### config.mk
export PLATFORM = sky130hd
export DESIGN_NAME = pulp_icache_fetch_adapter
export DESIGN_NICKNAME = d
export VERILOG_FILES = /design/src/rtl/pulp_icache_fetch_adapter.sv
export SDC_FILE = /design/constraint.sdc
export NUM_CORES = 1
export LEC_CHECK = 0
export CAP_MARGIN = 20
export CORE_AREA = 4 4 485 487
export DETAILED_ROUTE_END_ITERATION = 6
export DIE_AREA = 0 0 489 491
export HOLD_SLACK_MARGIN = 0.08
export PLACE_DENSITY = 0.38
export REMOVE_ABC_BUFFERS = 1
export SLEW_MARGIN = 20
export SYNTH_ARGS = -nofsm -noshare
export SYNTH_HDL_FRONTEND = slang
export SYNTH_SLANG_ARGS = --single-unit
### constraint.sdc
create_clock -name clk_i -period 4 [get_ports clk_i]
set_input_delay 1 -clock clk_i [delete_from_list [all_inputs] [get_ports clk_i]]
set_output_delay 1 -clock clk_i [all_outputs]
set_load 0.005 [all_outputs]
### src/rtl/pulp_icache_fetch_adapter.sv
// Per-port fetch adapter between core req/gnt/rvalid fetch ports and the icache valid/ready ports.
// Optional stall counters are built only when PULP_ICACHE_FETCH_ADAPTER_PERF_EN is defined.
module pulp_icache_fetch_adapter #(
  parameter int unsigned NumFetchPorts  = 8,
  parameter int unsigned FetchAddrWidth = 32,
  parameter int unsigned FetchDataWidth = 32,
  parameter int unsigned ReqDepth       = 2,
  parameter int unsigned RspCut         = 0,
  parameter int unsigned CntWidth       = 16
) (
  input  logic                                     clk_i,
  input  logic                                     rst_i,
  input  logic [NumFetchPorts-1:0]                 fetch_req_i,
  input  logic [NumFetchPorts*FetchAddrWidth-1:0]  fetch_addr_i,
  output logic [NumFetchPorts-1:0]                 fetch_gnt_o,
  output logic [NumFetchPorts-1:0]                 fetch_rvalid_o,
  output logic [NumFetchPorts*FetchDataWidth-1:0]  fetch_rdata_o,
  output logic [NumFetchPorts-1:0]                 fetch_rerror_o,
  input  logic [NumFetchPorts-1:0]                 flush_valid_i,
  output logic [NumFetchPorts-1:0]                 flush_ready_o,
  output logic [NumFetchPorts-1:0]                 cache_valid_o,
  output logic [NumFetchPorts*FetchAddrWidth-1:0]  cache_addr_o,
  input  logic [NumFetchPorts-1:0]                 cache_ready_i,
  input  logic [NumFetchPorts*FetchDataWidth-1:0]  cache_rdata_i,
  input  logic [NumFetchPorts-1:0]                 cache_rerror_i,
  output logic [NumFetchPorts-1:0]                 cache_flush_valid_o,
  input  logic [NumFetchPorts-1:0]                 cache_flush_ready_i,
  input  logic                                     clear_cnt_i,
  output logic [NumFetchPorts*CntWidth-1:0]        stall_cnt_o
);

  localparam int unsigned PtrW = (ReqDepth > 1) ? $clog2(ReqDepth) : 1;
  localparam int unsigned CntW = $clog2(ReqDepth + 1);
  localparam logic [PtrW-1:0] LastPtr = PtrW'(ReqDepth - 1);
  localparam logic [CntW-1:0] DepthC  = CntW'(ReqDepth);

  typedef enum logic [1:0] {IDLE, DRAIN, FLUSH, DONE} state_e;

`ifndef PULP_ICACHE_FETCH_ADAPTER_PERF_EN
  logic unused_clear_cnt;
  assign unused_clear_cnt = clear_cnt_i;
`endif

  for (genvar p = 0; p < NumFetchPorts; p++) begin : g_port
    logic [FetchAddrWidth-1:0] mem_q [ReqDepth];
    logic [FetchAddrWidth-1:0] head;
    logic [PtrW-1:0]           wr_ptr_q, wr_ptr_d, rd_ptr_q, rd_ptr_d;
    logic [CntW-1:0]           count_q, count_d;
    state_e                    state_q;
    logic                      cfv_q, fr_q;
    logic                      gnt, pop, c_valid, rsp_pend;

    assign c_valid = (count_q != '0);
    assign pop     = c_valid & cache_ready_i[p];
    // Full check uses only the registered count, so gnt never depends on cache_ready_i.
    assign gnt     = fetch_req_i[p] & (count_q < DepthC) & (state_q == IDLE) & ~flush_valid_i[p];

    always_comb begin
      head = '0;
      for (int i = 0; i < int'(ReqDepth); i++) begin
        if (rd_ptr_q == PtrW'(i)) head = mem_q[i];
      end
    end

    always_comb begin
      wr_ptr_d = wr_ptr_q;
      rd_ptr_d = rd_ptr_q;
      count_d  = count_q;
      if (gnt) wr_ptr_d = (wr_ptr_q == LastPtr) ? '0 : wr_ptr_q + 1'b1;
      if (pop) rd_ptr_d = (rd_ptr_q == LastPtr) ? '0 : rd_ptr_q + 1'b1;
      if (gnt && !pop)      count_d = count_q + 1'b1;
      else if (pop && !gnt) count_d = count_q - 1'b1;
    end

    always_ff @(posedge clk_i) begin
      for (int i = 0; i < int'(ReqDepth); i++) begin
        if (gnt && wr_ptr_q == PtrW'(i)) mem_q[i] <= fetch_addr_i[p*FetchAddrWidth +: FetchAddrWidth];
      end
    end

    always_ff @(posedge clk_i) begin
      if (rst_i) begin
        wr_ptr_q <= '0;
        rd_ptr_q <= '0;
        count_q  <= '0;
      end else begin
        wr_ptr_q <= wr_ptr_d;
        rd_ptr_q <= rd_ptr_d;
        count_q  <= count_d;
      end
    end

    assign fetch_gnt_o[p]                                   = gnt;
    assign cache_valid_o[p]                                 = c_valid;
    assign cache_addr_o[p*FetchAddrWidth +: FetchAddrWidth] = c_valid ? head : '0;

    if (RspCut != 0) begin : g_rsp_cut
      logic                      rvalid_q, rerror_q;
      logic [FetchDataWidth-1:0] rdata_q;

      always_ff @(posedge clk_i) begin
        if (rst_i) begin
          rvalid_q <= 1'b0;
          rerror_q <= 1'b0;
          rdata_q  <= '0;
        end else begin
          rvalid_q <= pop;
          if (pop) begin
            rdata_q  <= cache_rdata_i[p*FetchDataWidth +: FetchDataWidth];
            rerror_q <= cache_rerror_i[p];
          end
        end
      end

      assign fetch_rvalid_o[p]                                 = rvalid_q;
      assign fetch_rdata_o[p*FetchDataWidth +: FetchDataWidth] = rdata_q;
      assign fetch_rerror_o[p]                                 = rerror_q;
      assign rsp_pend                                          = rvalid_q;
    end else begin : g_rsp_comb
      assign fetch_rvalid_o[p]                                 = pop;
      assign fetch_rdata_o[p*FetchDataWidth +: FetchDataWidth] =
        pop ? cache_rdata_i[p*FetchDataWidth +: FetchDataWidth] : '0;
      assign fetch_rerror_o[p]                                 = pop & cache_rerror_i[p];
      assign rsp_pend                                          = 1'b0;
    end

    // Flush is forwarded only once no fetch is queued or still waiting in the response register.
    always_ff @(posedge clk_i) begin
      if (rst_i) begin
        state_q <= IDLE;
        cfv_q   <= 1'b0;
        fr_q    <= 1'b0;
      end else begin
        fr_q <= 1'b0;
        unique case (state_q)
          IDLE:  if (flush_valid_i[p]) state_q <= DRAIN;
          DRAIN: if (count_q == '0 && !rsp_pend) begin
                   state_q <= FLUSH;
                   cfv_q   <= 1'b1;
                 end
          FLUSH: if (cache_flush_ready_i[p]) begin
                   state_q <= DONE;
                   cfv_q   <= 1'b0;
                   fr_q    <= 1'b1;
                 end
          DONE:  state_q <= IDLE;
          default: state_q <= IDLE;
        endcase
      end
    end

    assign cache_flush_valid_o[p] = cfv_q;
    assign flush_ready_o[p]       = fr_q;

`ifdef PULP_ICACHE_FETCH_ADAPTER_PERF_EN
    logic [CntWidth-1:0] stall_q;

    always_ff @(posedge clk_i) begin
      if (rst_i || clear_cnt_i) begin
        stall_q <= '0;
      end else if (c_valid && !cache_ready_i[p] && !(&stall_q)) begin
        stall_q <= stall_q + 1'b1;
      end
    end

    assign stall_cnt_o[p*CntWidth +: CntWidth] = stall_q;
`else
    assign stall_cnt_o[p*CntWidth +: CntWidth] = '0;
`endif
  end

endmodule

* After elaboration in Yosys (flattened, before gate mapping)
Memories as Yosys holds them, arrays and structs flattened. Cells that the tools add are included. W data, S select, Z words.
Word-level totals: bits in registers 64, input bits 555, word-level logic and storage cells 504, bits in writable memories 512, memories 8
Operators by class: reductions and logical operators 120, multiplexer cells 176, equal/unequal tests 48, magnitude comparators 8, bitwise gates (word level) 64, add/sub/neg operators 32
Memories:
- g_port[0].mem_q | words 2, bits a word 32, rd ports 2, clocked after Yosys merged registers in 0, wr ports 1, line 45 | logic [FetchAddrWidth-1:0] mem_q [ReqDepth];
- g_port[1].mem_q | words 2, bits a word 32, rd ports 2, clocked after Yosys merged registers in 0, wr ports 1, line 45
- g_port[2].mem_q | words 2, bits a word 32, rd ports 2, clocked after Yosys merged registers in 0, wr ports 1, line 45
- g_port[3].mem_q | words 2, bits a word 32, rd ports 2, clocked after Yosys merged registers in 0, wr ports 1, line 45
- g_port[4].mem_q | words 2, bits a word 32, rd ports 2, clocked after Yosys merged registers in 0, wr ports 1, line 45
- g_port[5].mem_q | words 2, bits a word 32, rd ports 2, clocked after Yosys merged registers in 0, wr ports 1, line 45
- +2 memories
Operator list (number):
- $mux W32 | 32
- $reduce_or A32 Y1 | 8
- $mux W1 | 88
- $mux W2 | 40
- $pmux W2 S4 | 8
- $ne A2 B2 Y1 const B | 24
- $reduce_and A3 Y1 | 16
- $reduce_bool A2 Y1 | 24
- $and A1 B1 Y1 | 40
- $eq A2 B2 Y1 const B | 16
- $logic_and A1 B1 Y1 | 32
- $logic_not A2 Y1 | 16
- $not A1 Y1 | 24
- $add A1 B1 Y1 const B | 16
- $add A2 B1 Y2 const B | 8
- $eq A2 B1 Y1 const B | 8
- $logic_not A1 Y1 | 16
- $lt A2 B2 Y1 const B | 8
- $pmux W1 S2 | 8
- $reduce_or A2 Y1 | 8
- $sub A2 B1 Y2 const B | 8

* Logic depth before layout (Yosys ltp)
word-level depth 9, depth in mapped cells 8, mapped depth without buffers 8

* Worst setup path before layout
OpenSTA, ideal clock, no wires.
kind input to register, start input flush_valid_i[0], end memory g_port[0].mem_q[0][0] (enable), slack 0.754 ns, stages 2, buffers on the path 0, data arrival time 2.821 ns, path through and4bb_1 -> nor2b_1
Between the ends: cells in the longest elaborated chain, start to end 7, elaborated cells between the ends (all ways) 11, classes of those cells mux (6); bitwise (2); reduce/logical (3)
RTL lines:
- from (decl) | line 19 | input logic [NumFetchPorts-1:0] flush_valid_i,
- $not A1 Y1 (*) | line 56 | assign gnt = fetch_req_i[p] & (count_q < DepthC) & (state_q == IDLE) & ~flush_valid_i[p];
- $and A1 B1 Y1 (*) | line 56
- $logic_and A1 B1 Y1 | line 77 | if (gnt && wr_ptr_q == PtrW'(i)) mem_q[i] <= fetch_addr_i[p*FetchAddrWidth +: FetchAddrWidth];
- $mux W1 | line 77
- $mux W1 (implied by the code) | line 77
- $reduce_or A32 Y1 (no line)
- $mux W1 (no line)
- to (decl) | line 45
Every way passes the cells marked *; elsewhere a longest branch is shown, timed or not.

* Worst setup path after layout
start register g_port[3].count_q[0], end output fetch_rdata_o[119]
Between the ends: cells in the longest elaborated chain, start to end 3
RTL lines:
- from (decl) | line 48 | logic [CntW-1:0] count_q, count_d;
- from (signal assigned) | line 89 | count_q <= count_d;
- $reduce_bool A2 Y1 | line 53 | assign c_valid = (count_q != '0);
- $and A1 B1 Y1 | line 54 | assign pop = c_valid & cache_ready_i[p];
- $mux W32 | line 122 | pop ? cache_rdata_i[p*FetchDataWidth +: FetchDataWidth] : '0;
- to (decl) | line 17 | output logic [NumFetchPorts*FetchDataWidth-1:0] fetch_rdata_o,
Every way passes these cells.

==> results by group <==
Status
  • Outcome: finished, final reports clean

Synth
  • Unique cell type count in the Yosys netlist: 35
  • Synthesized instance count: between 1500 and 2000
  • Avg Synthesized Cell Area: 13.2 sq um
  • Synthesized cell area: 0.0256 sq mm
  • Yosys warns: 0
  • Synth Register Bits: roughly 580
  • Sequential fraction of the synthesis area: 0.650

Critical path
  • R2r startpoint: g_port[7].count_q[1]$_SDFFE_PP0P_
  • Worst r2r dst: g_port[7].count_q[1]$_SDFFE_PP0P_
  • Critical Path Start Type: flip-flop
  • CP Class: reg -> out
  • Worst path buffer plus inverter count: 2
  • Worst R2R Setup Slack: about 1400 ps
  • CP top delay family: buffers and inverters
  • Data required, critical path: approximately 3000 ps
  • CP peak stage delay: around 630 ps
  • Worst-path fanout max: 22
  • CP Capture Type: primary output
  • Slowest library cell on the worst path: clkdlybuf4s50_1
  • Reg2Reg Depth: 8
  • Worst EP arrival: around 2800 ps
  • Cell Chain, Critical Path: nor2_2 > inv_2 > and3_1 > clkdlybuf4s50_1

Clock network
  • CTS resizes: 0
  • Worst-Skew Late Latency: ~700 ps
  • Postcts setup bufs: 0
  • TritonCTS clock tree: built
  • Clock Root Buffer: clkbuf_16
  • CTS buffer count: 74
  • Deepest clock path buffer count: 3
  • Hold_buf cts: 0
  • Reg clk slew, reported paths: approximately 60 ps
  • TritonCTS Sinks: 576
  • H-tree depth reported by CTS: 3

Pwr
  • Total Power: 24.8 mW
  • P_leak: roughly 15 nW
  • Peak supply drop: 0.000251 V
  • Pwr Density: 579 mW/mm^2

Finish
  • Post-layout util: 0.185
  • Most frequent cells in the layout: clkdlybuf4s50_1 (1060), edfxtp_1 (512), nor2_1 (295)
  • Post-route cell area: 0.0428 sq mm
  • Fin nets: 3635
  • Finished Layout Cells: 6208
  • Area Overhead vs Synth: 66.9%
  • Most common cell after layout, fill and taps aside: clkdlybuf4s50_1
  • Fraction of layout cells with a size suffix above 1: 0.0873

Global route
  • Vias in the first global route: 20000
  • Overflow after GRT: 0
  • Largest net degree at the start of global routing: 58
  • GRT Util Overall: 0.136
  • Initial antenna violation count: 172
  • Global-route wire length before repair: 212000 um

Timing
  • Final worst slack: 235 ps
  • Final period utilization: 0.941
  • Final setup viols: 0
  • Setup Total Neg Slack: 0 ps
  • RSZ-0062 raised after global routing: false
  • Final min period: between 3000 and 4000 ps
  • Slew @ Worst Pin: 950 ps
  • Max-slew headroom: 0.366
  • Final Max Slew Viols: 0
  • Final Skew: 60.4 ps
  • Hold slack final: 487 ps
  • Maximum clock rate: 266 MHz
  • Fin. Hold Viols: 0

Min path
  • Hold Path Depth: 2
  • Hold endpoint: g_port[3].cfv_q$_SDFFE_PP0P_
  • Hold Crit Class: reg -> reg
  • Hold_sp: g_port[3].cfv_q$_SDFFE_PP0P_

Die
  • Row cnt: between 150 and 200
  • Die X: 489 um
  • Top Ports: 1243
  • Die Y-Extent: 491 um
  • DIE AREA: around 0.24 sq mm
  • Initial Utilization: 0.111
  • Core ar.: 0.231 sq mm

Routing
  • Via count: 20100
  • Via/cell ratio: 3.23
  • Post-route ant nets: 0
  • Drt initial violations: approximately 1100
  • Mean routed wirelength per cell: 27.5 um
  • DRC errors left: 0
  • First-pass detailed-route iteration total: 4
  • DRT Wirelength: between 150000 and 200000 um

Placement
  • PortBufs: roughly 1100
  • RD Place Congestion: 0.891
  • Placed Area: 0.0402 sq mm
  • Post-DP HPWL: 143000 um
  • DP Cell Count: between 6000 and 7000
  • Setup WS pre-CTS: around 270 ps

Run
  • Max_cap viols: 0
-- cells by family after synthesis --
family | after synthesis | share of synthesized area
other cells | 1 | 0.000146
mux | 264 | 0.103
xor+xnor | 32 | 0.0109
buf+inv | 335 | 0.0751
compound gates | 69 | 0.0170
fa+ha+maj | 32 | 0.0156
simple gates | 635 | 0.128
flops | 576 | 0.650
-- where the power goes --
part / total [mW] / switching, mW / internal, mW
logic: 10.2 / 5.31 / 4.88
clock network: 6.67 / 2.86 / 3.81
registers: 7.91 / 0.490 / 7.42
-- sequential cells by signal, indices dropped and copies added, names as in the netlist --
name,flops
g_port.fr_q,8
g_port.state_q,16
g_port.cfv_q,8
g_port.rd_ptr_q,8
g_port.count_q,16
g_port.wr_ptr_q,8
g_port.mem_q,512
-- how the worst max path moves through the flow --
stage,startpoint,to,slack (ps),depth (start not counted)
after floorplan,flush_valid_i[0],g_port[0].mem_q[0][0]$_DFFE_PP_,730,2
after global placement,cache_ready_i[2],fetch_rvalid_o[2],270,4
after detailed placement,cache_ready_i[2],fetch_rvalid_o[2],270,4
after CTS,g_port[2].count_q[0]$_SDFFE_PP0P_,fetch_rvalid_o[2],40,4
after global routing,g_port[5].count_q[0]$_SDFFE_PP0P_,fetch_rdata_o[169],30,4
final,g_port[3].count_q[0]$_SDFFE_PP0P_,fetch_rdata_o[119],240,4
-- area by class of cell --
class                      count  area (sq um)
tap                         3043          3810
fill                       25400        189000
sequential                   576         16700
antenna                       59           148
timing repair buffer        1182         12000
clock buffer                  93          1930
inverter                      54           203
multi-input combinational   1160          7570
clock inverter                41           474
-- cells in the mapped netlist --
cell type  number  share of area
nor2_4          4         0.0018
and4bb_1        6         0.0029
xnor2_1         8         0.0027
nor2_1        295          0.043
a211oi_1        2        0.00059
buf_6           1        0.00044
inv_2          16         0.0023
a222oi_1        7         0.0027
or3_1           8         0.0020
nor2b_1         9         0.0022
conb_1          1        0.00015
mux2i_1       264           0.10
a2111oi_0       7         0.0024
edfxtp_1      512           0.60
and2_1         16         0.0039
and3_1        264          0.064
xor2_1         24         0.0082
nor2_2          4        0.00098
buf_4         168          0.049
nand2b_1       16         0.0039
nand2_1         9         0.0013
nand3b_1        1        0.00029
inv_1          38         0.0056
o21a_1          7         0.0021
clkbuf_1       76          0.011
nand3_1         1        0.00020
a21oi_1        29         0.0057
buf_1          12         0.0018
ha_1           32          0.016
buf_2          24         0.0047
dfxtp_1        64          0.050
and4bb_2        2        0.00098
a31oi_1         1        0.00024
o21ai_0        15         0.0029
a221o_1         1        0.00039
-- worst min-delay path, cell delays in order, from the launching register on --
cell and delay, ps:
dfxtp_1 320, inv_1 50, a2111oi_0 70
-- metal layers --
metal / routed length, um / share of wire / global-route usage
met2: 81000 / 0.48 / 0.225
met4: 6780 / 0.040 / 0.0621
met1: 57900 / 0.34 / 0.132
met5: 560 / 0.0033 / 0.000604
met3: 24200 / 0.14 / 0.0891
Power figures use the tool's default switching activity.
